**config.mk**
```make
export PLATFORM = sky130hd
export DESIGN_NAME = image_stream_scheduler
export DESIGN_NICKNAME = d
export VERILOG_FILES = /design/src/rtl/image_stream_scheduler.sv
export SDC_FILE = /design/constraint.sdc
export NUM_CORES = 2
export LEC_CHECK = 0
export ABC_CLOCK_PERIOD_IN_PS = 4700
export CORE_ASPECT_RATIO = 1.2
export CORE_MARGIN = 4
export CORE_UTILIZATION = 51
export CTS_CLUSTER_SIZE = 8
export DETAILED_ROUTE_END_ITERATION = 16
export GPL_TIMING_DRIVEN = 1
export PLACE_DENSITY = 0.66
export SYNTH_ARGS = -nofsm -noshare
export SYNTH_HDL_FRONTEND = slang
export SYNTH_SLANG_ARGS = --single-unit
```
**constraint.sdc**
```tcl
create_clock -name aclk -period 4.7 [get_ports aclk]
set_input_delay 0.705 -clock aclk [delete_from_list [all_inputs] [get_ports aclk]]
set_output_delay 0.705 -clock aclk [all_outputs]
set_load 0.01 [all_outputs]
```
**src/rtl/image_stream_scheduler.sv**
```systemverilog
// Buffers one image from the AXI write side and streams its nonzero pixels to the coprocessor as (addr, value) events.
// Events are registered and issued at most one per cycle. pix_ready alone throttles STREAM; pixel writes are accepted only in IDLE.
module image_stream_scheduler #(
  parameter int IMAGE_SIZE      = 256,
  parameter int IMAGE_SIZE_BITS = $clog2(IMAGE_SIZE),
  parameter int PIXEL_BITS      = 8,
  parameter int RESULT_BITS     = 8
) (
  input  logic                       aclk,
  input  logic                       aresetn,
  input  logic                       wr_valid,
  output logic                       wr_ready,
  input  logic [IMAGE_SIZE_BITS-1:0] wr_addr,
  input  logic [PIXEL_BITS-1:0]      wr_data,
  input  logic                       clr_buf,
  input  logic                       start,
  output logic                       busy,
  input  logic                       coprocessor_rdy,
  output logic                       pix_valid,
  input  logic                       pix_ready,
  output logic [IMAGE_SIZE_BITS-1:0] pix_addr,
  output logic [PIXEL_BITS-1:0]      pix_data,
  output logic                       image_done,
  input  logic                       inference_done,
  input  logic [RESULT_BITS-1:0]     inference_result,
  output logic                       result_valid,
  output logic [RESULT_BITS-1:0]     result_data,
  input  logic                       result_ack,
  output logic [IMAGE_SIZE_BITS:0]   event_count
);

  typedef enum logic [2:0] {
    IDLE      = 3'd0,
    WAIT_RDY  = 3'd1,
    STREAM    = 3'd2,
    WAIT_DONE = 3'd3,
    HOLD      = 3'd4
  } state_t;

  state_t state, state_nxt;

  logic [PIXEL_BITS-1:0]      pix_buf [IMAGE_SIZE];
  logic [IMAGE_SIZE_BITS-1:0] ptr;
  logic [IMAGE_SIZE_BITS-1:0] ptr_inc;
  logic [PIXEL_BITS-1:0]      cur_pix;
  logic [PIXEL_BITS-1:0]      nxt_pix;
  logic                       go;
  logic                       skip;
  logic                       load;
  logic                       hs;
  logic                       at_last;
  logic                       advance;
  logic                       reload;
  logic                       stream_end;
  logic                       buf_wr;
  logic                       buf_clr;

  always_ff @(posedge aclk) begin
    if (!aresetn) begin
      state <= IDLE;
    end else begin
      state <= state_nxt;
    end
  end

  always_comb begin
    state_nxt = state;
    unique case (state)
      IDLE:      if (start)           state_nxt = WAIT_RDY;
      WAIT_RDY:  if (coprocessor_rdy) state_nxt = STREAM;
      STREAM:    if (stream_end)      state_nxt = WAIT_DONE;
      WAIT_DONE: if (inference_done)  state_nxt = HOLD;
      HOLD:      if (result_ack)      state_nxt = IDLE;
      default:                        state_nxt = IDLE;
    endcase
  end

  // A handshake on pixel p looks ahead at p+1 so consecutive nonzero pixels issue back to back.
  always_comb begin
    ptr_inc    = ptr + 1'b1;
    cur_pix    = pix_buf[ptr];
    nxt_pix    = pix_buf[ptr_inc];
    at_last    = (ptr == IMAGE_SIZE_BITS'(IMAGE_SIZE - 1));
    go         = (state == IDLE) && start;
    skip       = (state == STREAM) && !pix_valid && (cur_pix == '0);
    load       = (state == STREAM) && !pix_valid && (cur_pix != '0);
    hs         = (state == STREAM) && pix_valid && pix_ready;
    advance    = (skip || hs) && !at_last;
    reload     = hs && !at_last && (nxt_pix != '0);
    stream_end = (skip || hs) && at_last;
    buf_wr     = wr_valid && wr_ready;
    buf_clr    = (state == IDLE) && clr_buf;
  end

  always_ff @(posedge aclk) begin
    if (!aresetn || buf_clr) begin
      for (int i = 0; i < IMAGE_SIZE; i++) begin
        pix_buf[i] <= '0;
      end
    end else if (buf_wr) begin
      pix_buf[wr_addr] <= wr_data;
    end
  end

  always_ff @(posedge aclk) begin
    if (!aresetn) begin
      wr_ready     <= 1'b1;
      busy         <= 1'b0;
      ptr          <= '0;
      pix_valid    <= 1'b0;
      pix_addr     <= '0;
      pix_data     <= '0;
      image_done   <= 1'b0;
      result_valid <= 1'b0;
      result_data  <= '0;
      event_count  <= '0;
    end else begin
      wr_ready   <= (state_nxt == IDLE);
      busy       <= (state_nxt != IDLE);
      image_done <= stream_end;

      if (go) begin
        ptr         <= '0;
        event_count <= '0;
        result_data <= '0;
      end else if (advance) begin
        ptr <= ptr_inc;
      end

      if (hs) begin
        event_count <= event_count + 1'b1;
      end

      if (load) begin
        pix_valid <= 1'b1;
        pix_addr  <= ptr;
        pix_data  <= cur_pix;
      end else if (hs) begin
        pix_valid <= reload;
        if (reload) begin
          pix_addr <= ptr_inc;
          pix_data <= nxt_pix;
        end
      end

      if ((state == WAIT_DONE) && inference_done) begin
        result_valid <= 1'b1;
        result_data  <= inference_result;
      end else if ((state == HOLD) && result_ack) begin
        result_valid <= 1'b0;
      end
    end
  end

endmodule

```
======== Word level (Yosys, flattened, before mapping) ========
Memories as Yosys holds them, arrays and structs flattened. A register that Yosys moved wholly into a read port is not among the register bits.
Cells that the tools add are included.
storage, ports and cells
  bits in registers ....................... 49
  bits in writable memories ............... 2048
  bits of input ports ..................... 33
  output and inout bits ................... 38
  memories ................................ 1
operators by class
  $add $sub $neg .......................... 2
  equality and inequality tests ........... 5
  muxes and demuxes ....................... 30
  bitwise operators ....................... 1
  reduce and logical (&&, ||, !) cells .... 33
memory list
  memory   depth  width  rd ports  clocked after memory_dff  wr ports  RTL line  text
  pix_buf  256    8      2         1                         256       42        logic [PIXEL_BITS-1:0] pix_buf [IMAGE_SIZE];
operator list
  kind                   count
  $mux W8                12
  $mux W9                2
  $reduce_bool A8 Y1     2
  $mux W3                5
  $pmux W3 S5            1
  $logic_and A1 B1 Y1    14
  $mux W1                10
  $reduce_bool A2 Y1     5
  $add A9 B1 Y9 const B  1
  $add A8 B1 Y8 const B  1
  $eq A8 B8 Y1 const B   1
  $logic_not A8 Y1       1
  $reduce_or A8 Y1       1
  $eq A3 B2 Y1 const B   2
  $logic_not A3 Y1       2
  $eq A3 B1 Y1 const B   1
  $eq A3 B3 Y1 const B   1
  $logic_not A1 Y1       3
  $reduce_bool A3 Y1     1
  $logic_or A1 B1 Y1     2
  $reduce_and A2 Y1      1
  $reduce_or A2 Y1       1
  $not A1 Y1             1

======== Longest topological paths before layout ========
  depth after elaboration ................. 8
  mapped depth ............................ 18
  gate-level depth less buffers ........... 12

======== Worst setup path before layout ========
OpenSTA, ideal clock, no wires.
  path type ............................... flip-flop to flip-flop
  start ................................... register ptr[1]
  end ..................................... register pix_addr[5]
  library setup time ...................... 0.119 ns
  arrival time ............................ 3.923 ns
  setup slack ............................. 0.659 ns
  stages on the path, launching flop included .. 16
  period minus slack after synthesis ...... 4.041 ns
  cells stage by stage .................... dfxtp_1 > ha_1 > buf_2 > buf_4 > buf_2 > buf_2 > buf_2 > mux4_2 > nand2_1 > a31oi_1 > a2111oi_1 > nand4b_1 > o21ai_1 > buf_2 > nand2_1 > o221a_1
between the ends
  word-level cells in the longest chain between the ends .. 6
  elaborated cells on any way between the ends .. 12
  those cells by class .................... add/sub: 1; eq/ne: 1; mux: 3; reduce/logical: 6; memory: 1
RTL lines
  element                       RTL line  text
  start, declared               43        logic [IMAGE_SIZE_BITS-1:0] ptr;
  start signal, assigned        127       ptr <= ptr_inc;
  $add A8 B1 Y8                 80        ptr_inc = ptr + 1'b1;
  named net ptr_inc[1]          44        logic [IMAGE_SIZE_BITS-1:0] ptr_inc;
  $mem_v2 Z256 W8               n/a
  $reduce_bool A8 Y1            89        reload = hs && !at_last && (nxt_pix != '0);
  $logic_and A1 B1 Y1           89
  $reduce_bool A2 Y1 (no line)  n/a
  $reduce_and A2 Y1 (no line)   n/a
  end signal, assigned          136       pix_addr <= ptr;
  end signal, assigned          141       pix_addr <= ptr_inc;
  end, declared                 21        output logic [IMAGE_SIZE_BITS-1:0] pix_addr,
The timed path passes the listed nets, and every way through them passes these cells. The select of a mux whose other input is x is not followed.
A chain may end at the register's enable or synchronous reset.

==> metrics <==
CP Max Fanout 26; CP max stage delay 820 ps; P_sw 11.0 mW; final worst path period need 4680 ps; status finished clean; Final Net Count 8627; relative slew slack 0.142; Hold Path End result_data[6]$_SDFFE_PN0P_; clock-pin transition on the worst setup and hold timing paths 60 ps; EDFF count, synth 2048; largest net degree at the start of global routing 156; CTS root buffer clkbuf_16; Critical path buffers and inverters 3; r2r worst-path depth 13; Mapped Cells 8093; Total Wirelength 426000 um; sequential share of power 0.494; critical setup path kind register to register; Hold WC Path Type primary input to register; period utilization 0.996; first-pass GRT wire length 592000 um; clk_lat worst skew 890 ps; Synth area leader edfxtp_1; per-cell routed wire length 36.5 um; Clock Path Buffers 4; initial antenna violation count 37; Clock power frac 0.432; P_int 35.0 mW; Cell Chain, Critical Path buf_12, buf_12, nor2_1, buf_4, a221oi_1, o21bai_1, a31oi_1, or4_1, a2111o_1, o31ai_4, nand2_4, or3_1, a21oi_1; synthesis-to-layout area growth 15.2%; Startpoint Class register; syn avg cell area 14.1 sq um; Worst Path Arrival 5450 ps; top-area cell type share of the netlist area 0.537; Comb power frac 0.074; r2r setup slk 20 ps; Final setup viols 0; Seq cells post-synth 2105; DRC 0; Worst-Margin Slew 1290 ps; starting density of the core 0.512; via/cell ratio 6.85; Top FF cell, synth edfxtp_1; total gr overflow 0; CP max-delay cell nor2_1; Max-cap violations 0; Worst Skew 62.2 ps; FMAX 214 MHz; pwr dens 348 nW/um^2; CTS H-tree depth 5; CTS tree built; most frequent CP cell buf_12; CTS sink cnt 2105; Post-DP Area 123000 sq um; vias in the first global route 78200; DIE AREA 232000 sq um; CTS Buf Count 306; CP Capture Type register; asr flop ratio synth 0; row cnt 190; Hold Crit Depth 3; Hold Startpoint inference_result[6]; Post-DP HPWL 298000 um; final instance area 132000 sq um; port bufs 70; Ports 71; setup total negative slack 0 ps; WP data required 5470 ps; share of cells above drive strength 1 0.265; Placer Congestion 1.03; Seq/Total Area, Yosys 0.547; Die Y-Extent 527 um; Core Box Area 223000 sq um; total power 46.0 mW; DR pass1 iterations 6; Slew Viols, Final 0; synth warn 0; Initial DRC Count 11900; CP delay by family, top simple AND/OR/NAND/NOR gates; top post-synthesis cells by area edfxtp_1 54%, mux4_2 19%, and2_1 11%; syn_nets 8128; VDD IR max 279 uV; via count 79800; Antenna Nets Post-Route 0; Net Sw Frac 0.238; WHS 389 ps; count of cell types in the netlist 86; Final Hold Fails 0; synthesized area 115000 sq um; P_leak 46.3 nW; GRT Total Usage 0.360; DIE WIDTH 441 um
## per-layer routing
metal | global-route usage | wire [um] | up-vias
met3 | 0.0970 | 49700 | 1283
met4 | 0.208 | 30500 | 14
met1 | 0.454 | 147000 | 40700
met5 | 0 | 84 | -
met2 | 0.563 | 198000 | 5930
li1 | - | - | 31800
## worst min-delay path: cells and delay by family
| family | cells | cell delay (ps) |
|---|---|---|
| AO/OA/AOI/OAI | 1 | 50 |
| buffers and inverters | 1 | 400 |
| AND/OR/NAND/NOR | 1 | 60 |
## power groups by stage
stage,Clock [mW],Combinational (mW),Sequential [mW]
after floorplan,0,1.87,22.6
after global placement,0,3.30,22.9
after detailed placement,0,3.34,23.0
after CTS,19.9,3.36,22.7
after global routing,20.7,3.53,22.7
final,19.9,3.42,22.7
## state kept, by name (all words and copies together) (netlist names), 3 cells and up, named ones only
signal       cells
pix_buf       2048
pix_addr         8
ptr              8
pix_data         8
state            3
result_data      8
event_count      9
## metrics by stage
step	setup WS (ps)	cells	util
2_1_floorplan	659	8093	-
4_1_cts	25.8	11600	0.588
5_1_grt	-23.0	11600	0.590
3_3_place_gp	-211	11200	0.551
6_report	18.6	11600	0.590
3_5_place_dp	-227	11200	0.551
## area by class of cell
| cell class | instances | area [sq um] |
|---|---|---|
| Antenna cell | 18 | 45.0 |
| Sequential cell | 2105 | 62700 |
| Timing Repair Buffer | 927 | 8500 |
| Inverter | 11 | 42.5 |
| Clock inverter | 19 | 211 |
| Fill cell | 17200 | 91500 |
| Tap cell | 2976 | 3720 |
| Multi-Input combinational cell | 5241 | 48800 |
| Clock buffer | 351 | 7930 |
## cell usage in the layout (no fill, tap or decap), types with 13 or more instances in the layout
cell / n
buf_12: 84
nand2_1: 378
nand4_1: 34
or2_2: 15
and2_1: 2070
a211oi_1: 24
nand3_1: 171
a22o_1: 18
diode_2: 18
o21ai_0: 301
o22ai_1: 23
nor2b_1: 36
a21oi_1: 69
a31oi_1: 33
a221oi_1: 15
edfxtp_1: 2048
nor2_1: 318
clkbuf_1: 40
a32o_1: 15
mux4_2: 980
nor3_1: 17
buf_4: 751
mux2i_1: 338
clkdlybuf4s50_1: 62
dfxtp_1: 50
clkbuf_16: 317
and3_1: 13
a22oi_1: 108
a32oi_1: 35
## worst max path at each step
stage	from	to	slack, ps	cells after the start
after floorplan	ptr[1]$_SDFFE_PP0P_	pix_addr[5]$_SDFFE_PN0P_	660	15
after global placement	register	register	-210	14
after detailed placement	register	register	-230	14
after CTS	ptr[1]$_SDFFE_PP0P_	pix_data[0]$_SDFFE_PN0P_	30	18
after global routing	register	register	-20	14
final	register	register	20	13
## cells in the mapped netlist, drive strengths merged (70+ instances only)
| library cell | n |
|---|---|
| nor2 | 329 |
| and2 | 2071 |
| mux2i | 350 |
| nand3 | 182 |
| o21ai | 306 |
| buf | 295 |
| clkbuf | 441 |
| a21oi | 70 |
| mux4 | 980 |
| a22oi | 108 |
| nand2 | 380 |
| edfxtp | 2048 |
## what timing repair did
item,CTS,global route
gates cloned,0,6
setup buffers,4,14
hold buffers,0,0
hold endpoints to repair,0,0
endpoints found under the setup margin,32,33
pin swaps,1,3
resized for setup,16,51
## cells by family (layout without fill, tap and decap cells)
kind of cell	Yosys count	count (layout)	share of synthesized area
compound gates	740	740	0.0420
xor+xnor	17	17	0.00143
fa+ha+maj	2	2	0.000218
buf+inv	747	1308	0.0304
flops	2105	2105	0.547
mux	1339	1339	0.224
other cells	0	18	0
simple gates	3143	3143	0.155
Note: power is estimated with default switching activity, not from simulation.
